===== config.mk =====
export PLATFORM = sky130hd
export DESIGN_NAME = muldiv_unit
export DESIGN_NICKNAME = d
export VERILOG_FILES = /design/src/rtl/muldiv_unit.sv
export SDC_FILE = /design/constraint.sdc
export NUM_CORES = 1
export LEC_CHECK = 0
export ABC_AREA = 1
export BUFFER_PORTS_ARGS = -buffer_cell sky130_fd_sc_hd__buf_2
export CAP_MARGIN = 25
export CORE_ASPECT_RATIO = 1.5
export CORE_UTILIZATION = 50
export CTS_CLUSTER_DIAMETER = 40
export DETAILED_ROUTE_END_ITERATION = 6
export PLACE_DENSITY = 0.79
export SETUP_SLACK_MARGIN = 0.1
export SLEW_MARGIN = 40
export SYNTH_ARGS = -nofsm -noshare
export SYNTH_HDL_FRONTEND = slang
export SYNTH_SLANG_ARGS = --single-unit

===== constraint.sdc =====
create_clock -name clk -period 3.9 [get_ports clk]
set_input_delay 0.39 -clock clk [delete_from_list [all_inputs] [get_ports clk]]
set_output_delay 0.39 -clock clk [all_outputs]
set_load 0.005 [all_outputs]

===== src/rtl/muldiv_unit.sv =====
`default_nettype none
// +--------------------------------------------------------------------------+
// | muldiv_unit : iterative RV32M multiply/divide unit with regfile writeback |
// | Revision    : 1.0                                                        |
// +--------------------------------------------------------------------------+
module muldiv_unit #(
  parameter int XLEN  = 32,
  parameter int CNT_W = 6
) (
  input  logic            clk,
  input  logic            rst,
  input  logic            start,
  input  logic [2:0]      funct3,
  input  logic [XLEN-1:0] op_a,
  input  logic [XLEN-1:0] op_b,
  input  logic [4:0]      rd_addr,
  input  logic            abort,
  output logic            busy,
  output logic            done,
  output logic [XLEN-1:0] result,
  output logic [4:0]      wb_addr,
  output logic            wb_we
);

  typedef enum logic [1:0] {
    S_IDLE   = 2'd0,
    S_RUN    = 2'd1,
    S_FINISH = 2'd2
  } state_t;

  localparam logic [CNT_W-1:0] C_CNT_INIT = CNT_W'(XLEN);
  localparam logic [CNT_W-1:0] C_CNT_ONE  = CNT_W'(1);

  state_t              r_state, w_state_nxt;
  logic [CNT_W-1:0]    r_cnt;
  logic [2:0]          r_funct3;
  logic [4:0]          r_rd;
  logic                r_neg_a, r_neg_b, r_bzero;
  logic [XLEN-1:0]     r_opm;
  logic [2*XLEN-1:0]   r_acc;
  logic [XLEN-1:0]     r_result;
  logic [4:0]          r_wb_addr;

  logic                w_accept, w_last;
  logic                w_is_div, w_sgn_a, w_sgn_b, w_in_neg_a, w_in_neg_b;
  logic [XLEN-1:0]     w_mag_a, w_mag_b;
  logic [XLEN:0]       w_sum, w_diff;
  logic [2*XLEN-1:0]   w_acc_step, w_prod;
  logic [XLEN-1:0]     w_quo, w_rem, w_res;

  assign w_is_div   = funct3[2];
  assign w_sgn_a    = funct3[2] ? ~funct3[0] : ~(funct3[1] & funct3[0]);
  assign w_sgn_b    = funct3[2] ? ~funct3[0] : ~funct3[1];
  assign w_in_neg_a = w_sgn_a & op_a[XLEN-1];
  assign w_in_neg_b = w_sgn_b & op_b[XLEN-1];
  assign w_mag_a    = w_in_neg_a ? -op_a : op_a;
  assign w_mag_b    = w_in_neg_b ? -op_b : op_b;

  assign w_accept = start && !abort && (r_state == S_IDLE || r_state == S_FINISH);
  assign w_last   = (r_cnt == C_CNT_ONE);

  // r_acc holds {hi, lo}: {partial product, multiplier} or {remainder, quotient}
  assign w_sum  = {1'b0, r_acc[2*XLEN-1:XLEN]} + {1'b0, r_opm};
  assign w_diff = r_acc[2*XLEN-1:XLEN-1] - {1'b0, r_opm};

  always_comb begin
    w_acc_step = r_acc;
    if (r_funct3[2]) begin
      if (!w_diff[XLEN]) w_acc_step = {w_diff[XLEN-1:0], r_acc[XLEN-2:0], 1'b1};
      else               w_acc_step = {r_acc[2*XLEN-2:0], 1'b0};
    end else begin
      if (r_acc[0]) w_acc_step = {w_sum, r_acc[XLEN-1:1]};
      else          w_acc_step = {1'b0, r_acc[2*XLEN-1:1]};
    end
  end

  assign w_prod = (r_neg_a ^ r_neg_b) ? -w_acc_step : w_acc_step;
  assign w_quo  = w_acc_step[XLEN-1:0];
  assign w_rem  = w_acc_step[2*XLEN-1:XLEN];

  // Signed overflow falls out of the magnitude path; only /0 needs an override
  always_comb begin
    w_res = '0;
    case (r_funct3)
      3'b000:                 w_res = w_prod[XLEN-1:0];
      3'b001, 3'b010, 3'b011: w_res = w_prod[2*XLEN-1:XLEN];
      3'b100, 3'b101:         w_res = r_bzero ? '1 : ((r_neg_a ^ r_neg_b) ? -w_quo : w_quo);
      default:                w_res = r_neg_a ? -w_rem : w_rem;
    endcase
  end

  always_ff @(posedge clk or negedge rst) begin
    if (!rst) r_state <= S_IDLE;
    else      r_state <= w_state_nxt;
  end

  always_comb begin
    w_state_nxt = r_state;
    case (r_state)
      S_IDLE:   if (start) w_state_nxt = S_RUN;
      S_RUN:    if (w_last) w_state_nxt = S_FINISH;
      S_FINISH: w_state_nxt = start ? S_RUN : S_IDLE;
      default:  w_state_nxt = S_IDLE;
    endcase
    if (abort) w_state_nxt = S_IDLE;
  end

  always_ff @(posedge clk or negedge rst) begin
    if (!rst) begin
      r_cnt     <= '0;
      r_funct3  <= '0;
      r_rd      <= '0;
      r_neg_a   <= 1'b0;
      r_neg_b   <= 1'b0;
      r_bzero   <= 1'b0;
      r_opm     <= '0;
      r_acc     <= '0;
      r_result  <= '0;
      r_wb_addr <= '0;
    end else if (w_accept) begin
      r_cnt    <= C_CNT_INIT;
      r_funct3 <= funct3;
      r_rd     <= rd_addr;
      r_neg_a  <= w_in_neg_a;
      r_neg_b  <= w_in_neg_b;
      r_bzero  <= (op_b == '0);
      r_opm    <= w_is_div ? w_mag_b : w_mag_a;
      r_acc    <= {{XLEN{1'b0}}, (w_is_div ? w_mag_a : w_mag_b)};
    end else if (r_state == S_RUN && !abort) begin
      r_acc <= w_acc_step;
      r_cnt <= r_cnt - C_CNT_ONE;
      if (w_last) begin
        r_result  <= w_res;
        r_wb_addr <= r_rd;
      end
    end
  end

  assign busy    = (r_state == S_RUN);
  assign done    = (r_state == S_FINISH);
  assign result  = r_result;
  assign wb_addr = r_wb_addr;
  assign wb_we   = done && (r_wb_addr != 5'd0);

endmodule
`default_nettype wire


Yosys cells after proc, flatten, opt, wreduce, memory -nomap -nowiden:

Cells that the tools add are included.

* add/sub/neg operators: 8
* eq/ne operators: 10
* muxes and demuxes: 23
* bitwise gates (word level): 8
* reductions and logical operators: 15

Operators with widths (number)
* $mux 64: 6
* $mux 32: 7
* $neg 32->32: 4
* $pmux 32 s3: 1
* $neg 64->64: 1
* $add 32x32->33: 1
* $sub 33x32->33: 1
* $logic_not 32->1: 1
* $mux 6: 2
* $eq 3x2->1 const B: 2
* $eq 3x3->1 const B: 2
* $eq 6x1->1 const B: 1
* $mux 2: 3
* $pmux 2 s3: 1
* $sub 6x1->6 const B: 1
* $reduce_bool 5->1: 1
* $logic_and 1x1->1: 4
* $not 1->1: 4
* $and 1x1->1: 3
* $eq 3x1->1 const B: 1
* $logic_not 3->1: 1
* $mux 1: 3
* $ne 3x2->1 const B: 1
* $ne 3x3->1 const B: 1
* other kinds (11): 11

* register bits: 152
* bits of input ports: 76
* word-level logic and storage cells: 75

Longest topological paths before layout:

* depth after elaboration: 7
* mapped depth: 37

Worst setup path before layout:

No wires, ideal clock.

* path kind: reg2reg
* start point: register r_acc[31]
* end point: register r_result[18], in the netlist result[18]
* setup time: 117 ps
* data arrival time: 3737 ps
* required time: 3783 ps
* slack: 46 ps
* cell stages (with the launch flop): 36
* path buffers: 0
* clock period less this slack: 3854 ps
* cell sequence: dfrtp_1 -> inv_1 -> ha_1 -> inv_1 -> fa_1 -> nand2_1 -> nand2_1 -> nand3_1 -> nand2_2 -> nand2_2 -> nand2_2 -> nand2_4 -> nand3_4 -> nand3_2 -> nand2_1 -> inv_1 -> ha_1 -> inv_1 -> nor2_1 -> nand2_1 -> nor2_1 -> nand3_1 -> nor2_1 -> nand3_1 -> nor2_1 -> nand3_1 -> nor2_1 -> nand2_1 -> inv_1 -> nand2_1 -> nand2_2 -> nand3_1 -> nand2_1 -> o21ai_1 -> nor2_1 -> nor2_1

* word-level cells in the longest chain between the ends: 7

Ends and longest elaborated chain
* from (decl): line 40 `logic [2*XLEN-1:0] r_acc;`
* from (signal assigned): line 128 `r_acc <= {{XLEN{1'b0}}, (w_is_div ? w_mag_a : w_mag_b)};`
* from (signal assigned): line 130 `r_acc <= w_acc_step;`
* $sub 33x32->33: line 64 `assign w_diff = r_acc[2*XLEN-1:XLEN-1] - {1'b0, r_opm};`
* $mux 64: line 69 `if (!w_diff[XLEN]) w_acc_step = {w_diff[XLEN-1:0], r_acc[XLEN-2:0], 1'b1};`
* $mux 64 *: line 68 `if (r_funct3[2]) begin`
* $neg 32->32: line 87 `3'b100, 3'b101: w_res = r_bzero ? '1 : ((r_neg_a ^ r_neg_b) ? -w_quo : w_quo);`
* $mux 32 (2 in series): line 87
* $pmux 32 s3 *: line 84 `case (r_funct3)`
* to (signal assigned): line 133 `r_result <= w_res;`
* to (decl): line 41 `logic [XLEN-1:0] r_result;`

Mark *: on every way between the ends. The rest lies on a longest branch, timed or not.
A chain may end at the register's enable or synchronous reset.

Worst setup path in the final report:

* start point: register r_opm[9]
* end point: register r_result[16], in the netlist result[16]

* word-level cells in the longest chain between the ends: 7

Ends and longest elaborated chain
* from (decl): line 39 `logic [XLEN-1:0] r_opm;`
* from (signal assigned): line 127 `r_opm <= w_is_div ? w_mag_b : w_mag_a;`
* $sub 33x32->33: line 64
* $mux 64: line 69
* $mux 64 *: line 68
* $neg 32->32: line 87
* $mux 32 (2 in series): line 87
* $pmux 32 s3 *: line 84

Marked as above.

==> impl_metrics.py <==
metrics = {
    "timing": {
        "rsz0062_at_grt": "true",
        "final.setup_skew_ps": 11.70,
        "worst-slew-pin-transition_ps": 948.2,
        "timing.final.setup_violations": 2,
        "report.final.hold_viol_count": 0,
        "final_max_slew_viol_count": 0,
        "min_period_over_period_pct": 101.7,
        "maxSlewHeadroom_pct": 36.12,
        "period_minus_slack_ps": 3966,
        "worst_slack_ps": -66.07,
        "fmaxAchievable_mhz": 252.1,
    },
    "yosys": {
        "post_synth_inst_count": 2972,
        "synthFlopType": "sky130_fd_sc_hd__dfrtp_1",
        "yosysWarnings": 0,
        "syn-num-nets": 3120,
        "synth.distinct_cells": 56,
        "synth_seq_cells": 152,
        "synth_seq_area_share_pct": 21.92,
        "synth_enable_flop_cells": 0,
        "synth_async_sr_flop_share_pct": 100.0,
        "synth.avg_cell_area_um2": 5.838,
        "synth.cell_area_mm2": 0.01735,
    },
    "run_status": {
        "status": "complete, but fails checks",
        "violations": "setup timing",
    },
    "route": {
        "post-route-drc-count": 0,
        "wl_um": 87870,
        "violation_count_after_the_first_detailed_route_iteration": 2685,
        "route.vias.total": 22930,
        "detail-route-antenna-nets": 0,
        "dr_pass1_iterations": 6,
        "detail_route.vias_per_cell": 6.071,
        "wire_per_inst_um": 23.26,
    },
    "layout": {
        "drive_gt1_share_pct": 20.30,
        "num-fill-cells": 3300,
        "layout.cells.non_filler": 3777,
        "syn2layout_area_growth_pct": 25.38,
        "mostFrequentLayoutCell": "sky130_fd_sc_hd__nand2_1",
        "utilization_pct": 63.67,
        "layout.nets": 3484,
        "layout.cells.most_common_list": "sky130_fd_sc_hd__nand2_1 (849), sky130_fd_sc_hd__inv_1 (419), sky130_fd_sc_hd__buf_4 (316)",
    },
    "global_routing": {
        "first_global_vias": 21740,
        "grt_start_max_net_pins": 63,
        "antenna_violations_before_repair": 3,
        "first_pass_grt_wire_length_um": 130400,
        "overflow": 0,
        "grtUsageMet3_pct": 13.51,
        "global_route.usage.met2_pct": 78.51,
        "overall_global_routing_usage_pct": 50.09,
        "grt_use_met1_pct": 53.44,
        "globalRoute.busiestLayer": "met2",
    },
    "floorplan": {
        "rows": 83,
        "core_region_area_mm2": 0.03417,
        "ioPinCount": 116,
        "die_area_mm2": 0.03546,
        "fp.dieH_um": 230.1,
        "floorplan.initialDensity_pct": 50.78,
        "die_width_um": 154.1,
    },
    "flow_run": {
        "maxCapViolations": 0,
    },
    "hold_path": {
        "worst_min_path_class": "in2reg",
    },
    "clock_network": {
        "cts.reportedPaths.clkPinSlew_ps": 70,
        "later_pin_clock_latency_in_the_skew_report_ps": 480,
        "clk_root_buffer_cell": "sky130_fd_sc_hd__clkbuf_16",
        "cts_tree": "built",
        "buffers_from_clock_root_to_sink_at_most": 2,
        "clock_sinks": 152,
        "tritoncts_buffers": 17,
        "ctsHtreeMaxLevel": 4,
    },
    "setup_path": {
        "worst-endpoint-required_ps": 4310,
        "timing.reg2reg.setup_slack_ps": -70,
        "timing.critical_path.slowest_stage_cell": "sky130_fd_sc_hd__dfrtp_1",
        "worstPathArrival_ps": 4370,
        "worst-path-max-fanout": 4,
        "cp_slowest_stage_delay_ps": 350,
        "critical_path.endpoint_type": "flip-flop",
        "crit_path_start_kind": "flip-flop",
        "most_repeated_library_cell_on_the_critical_path": "sky130_fd_sc_hd__nand2_1",
        "critical_path_class": "reg2reg",
    },
    "place": {
        "numPortBuffers": 115,
        "dpl.hpwl_um": 68730,
        "dpl.cell_count": 3716,
        "gp_routability_congestion": 1.132,
    },
    "pwr": {
        "power.static_leakage_nw": 11.56,
        "ir_worst_vdd_mv": 0.4305,
        "power_density_mw_per_mm2": 1033,
    },
}
-- synth_stat cells (15+ instances only) --
master	n	area [um^2]
sky130_fd_sc_hd__a21oi_1	133	665.6
sky130_fd_sc_hd__a22oi_1	18	135.1
sky130_fd_sc_hd__a31oi_1	18	112.6
sky130_fd_sc_hd__buf_1	16	60.06
sky130_fd_sc_hd__buf_2	16	80.08
sky130_fd_sc_hd__clkbuf_1	58	217.7
sky130_fd_sc_hd__dfrtp_1	152	3804
sky130_fd_sc_hd__ha_1	70	875.8
sky130_fd_sc_hd__inv_1	426	1599
sky130_fd_sc_hd__nand2_1	892	3348
sky130_fd_sc_hd__nand2_2	32	200.2
sky130_fd_sc_hd__nand3_1	240	1201
sky130_fd_sc_hd__nand4_1	23	143.9
sky130_fd_sc_hd__nor2_1	319	1197
sky130_fd_sc_hd__nor2_2	15	93.84
sky130_fd_sc_hd__nor3_1	39	195.2
sky130_fd_sc_hd__o211ai_1	28	210.2
sky130_fd_sc_hd__o21ai_0	199	996.0
sky130_fd_sc_hd__o221ai_1	18	157.7
sky130_fd_sc_hd__o22ai_1	38	237.7
sky130_fd_sc_hd__xnor2_1	36	315.3
sky130_fd_sc_hd__xor2_1	70	613.1
-- through the flow --
step           cell area (um^2)  setup WS [ps]  hold slack [ps]  TNS [ps]  total power [mW]
6_report                  21750         -66.07            112.8    -84.02             22.48
5_1_grt                   21740         -363.5            135.7     -4801             23.68
4_1_cts                   21210         -31.18            102.6    -34.23             20.78
3_5_place_dp              20390         -243.7            412.2     -2458             18.64
3_3_place_gp              20390         -176.1            410.1    -903.3             18.47
2_1_floorplan             17360          112.9            94.41         0             11.29
-- state kept, by name, summed over array words and instances, names as in the netlist --
| register | cells |
|---|---|
| r_acc | 64 |
| r_bzero | 1 |
| r_cnt | 6 |
| r_funct3 | 3 |
| r_neg_a | 1 |
| r_neg_b | 1 |
| r_opm | 32 |
| r_rd | 5 |
| r_state | 2 |
| result | 32 |
| wb_addr | 5 |
-- layer usage --
layer  part of all wire, %  wire length, um
met1                    33            29170
met2                    44            38720
met3                    10             9034
met4                    12            10920
met5                 0.038               33
-- cell type report --
class                   count  area (um^2)  share of cell area [%]
repair buffers            441         3131                   14.39
flip-flops and latches    152         3805                   17.49
diodes                      3        7.507                 0.03451
well taps                 425        531.8                   2.445
inverters                 441         1663                   7.645
multi-input cells        2283        12050                   55.42
clock buffers              17        425.4                   1.956
clock inverters            15        135.1                  0.6212
-- critical path, delay by kind of cell, from the launching register on --
kind / cells / cell delay, ps
adder cells (fa/ha/maj): 2 / 470
AO/OA/AOI/OAI: 2 / 430
flip-flops: 1 / 350
AND/OR/NAND/NOR: 25 / 2420
buffers and inverters: 3 / 190
-- worst paths after layout --
check	startpoint	endpoint	depth (start not counted)
min	rd_addr[0]	r_rd[0]$_DFFE_PN0P_	3
min reg2reg	result[13]$_DFFE_PN0P_	result[13]$_DFFE_PN0P_	2
max reg2reg	r_opm[9]$_DFFE_PN0P_	result[16]$_DFFE_PN0P_	32
min in group asynchronous	rst	result[22]$_DFFE_PN0P_	2
max in group asynchronous	rst	result[2]$_DFFE_PN0P_	3
max	r_opm[9]$_DFFE_PN0P_	result[16]$_DFFE_PN0P_	32
-- what timing repair did --
| action | CTS | global route |
|---|---|---|
| gates resized for setup | 50 | 113 |
| buffers inserted | 8 | 18 |
| gates cloned | 1 | 0 |
| pin swaps | 33 | 64 |
| setup endpoints to repair | 29 | 32 |
| hold buffers | 1 | 0 |
| hold endpoints to repair | 52 | 0 |
-- report_power, final --
| group | switching, mW | total (mW) | internal, mW |
|---|---|---|---|
| combinational | 11.8 | 18.2 | 6.41 |
| sequential | 0.467 | 2.59 | 2.13 |
| clock | 0.844 | 1.68 | 0.841 |
| total | 13.1 | 22.5 | 9.38 |
-- logic make-up (layout without fill, tap and decap cells) --
logic type / count (synthesis) / after routing / share of synthesized area (%)
fa+ha+maj: 72 / 72 / 5.279
buf+inv: 537 / 914 / 11.97
mux: 1 / 1 / 0.05770
xor+xnor: 106 / 106 / 5.351
simple gates: 1606 / 1606 / 39.02
compound gates: 498 / 498 / 16.40
other cells: 0 / 3 / 0
flops: 152 / 152 / 21.92
Note: power is estimated with default switching activity, not from simulation.
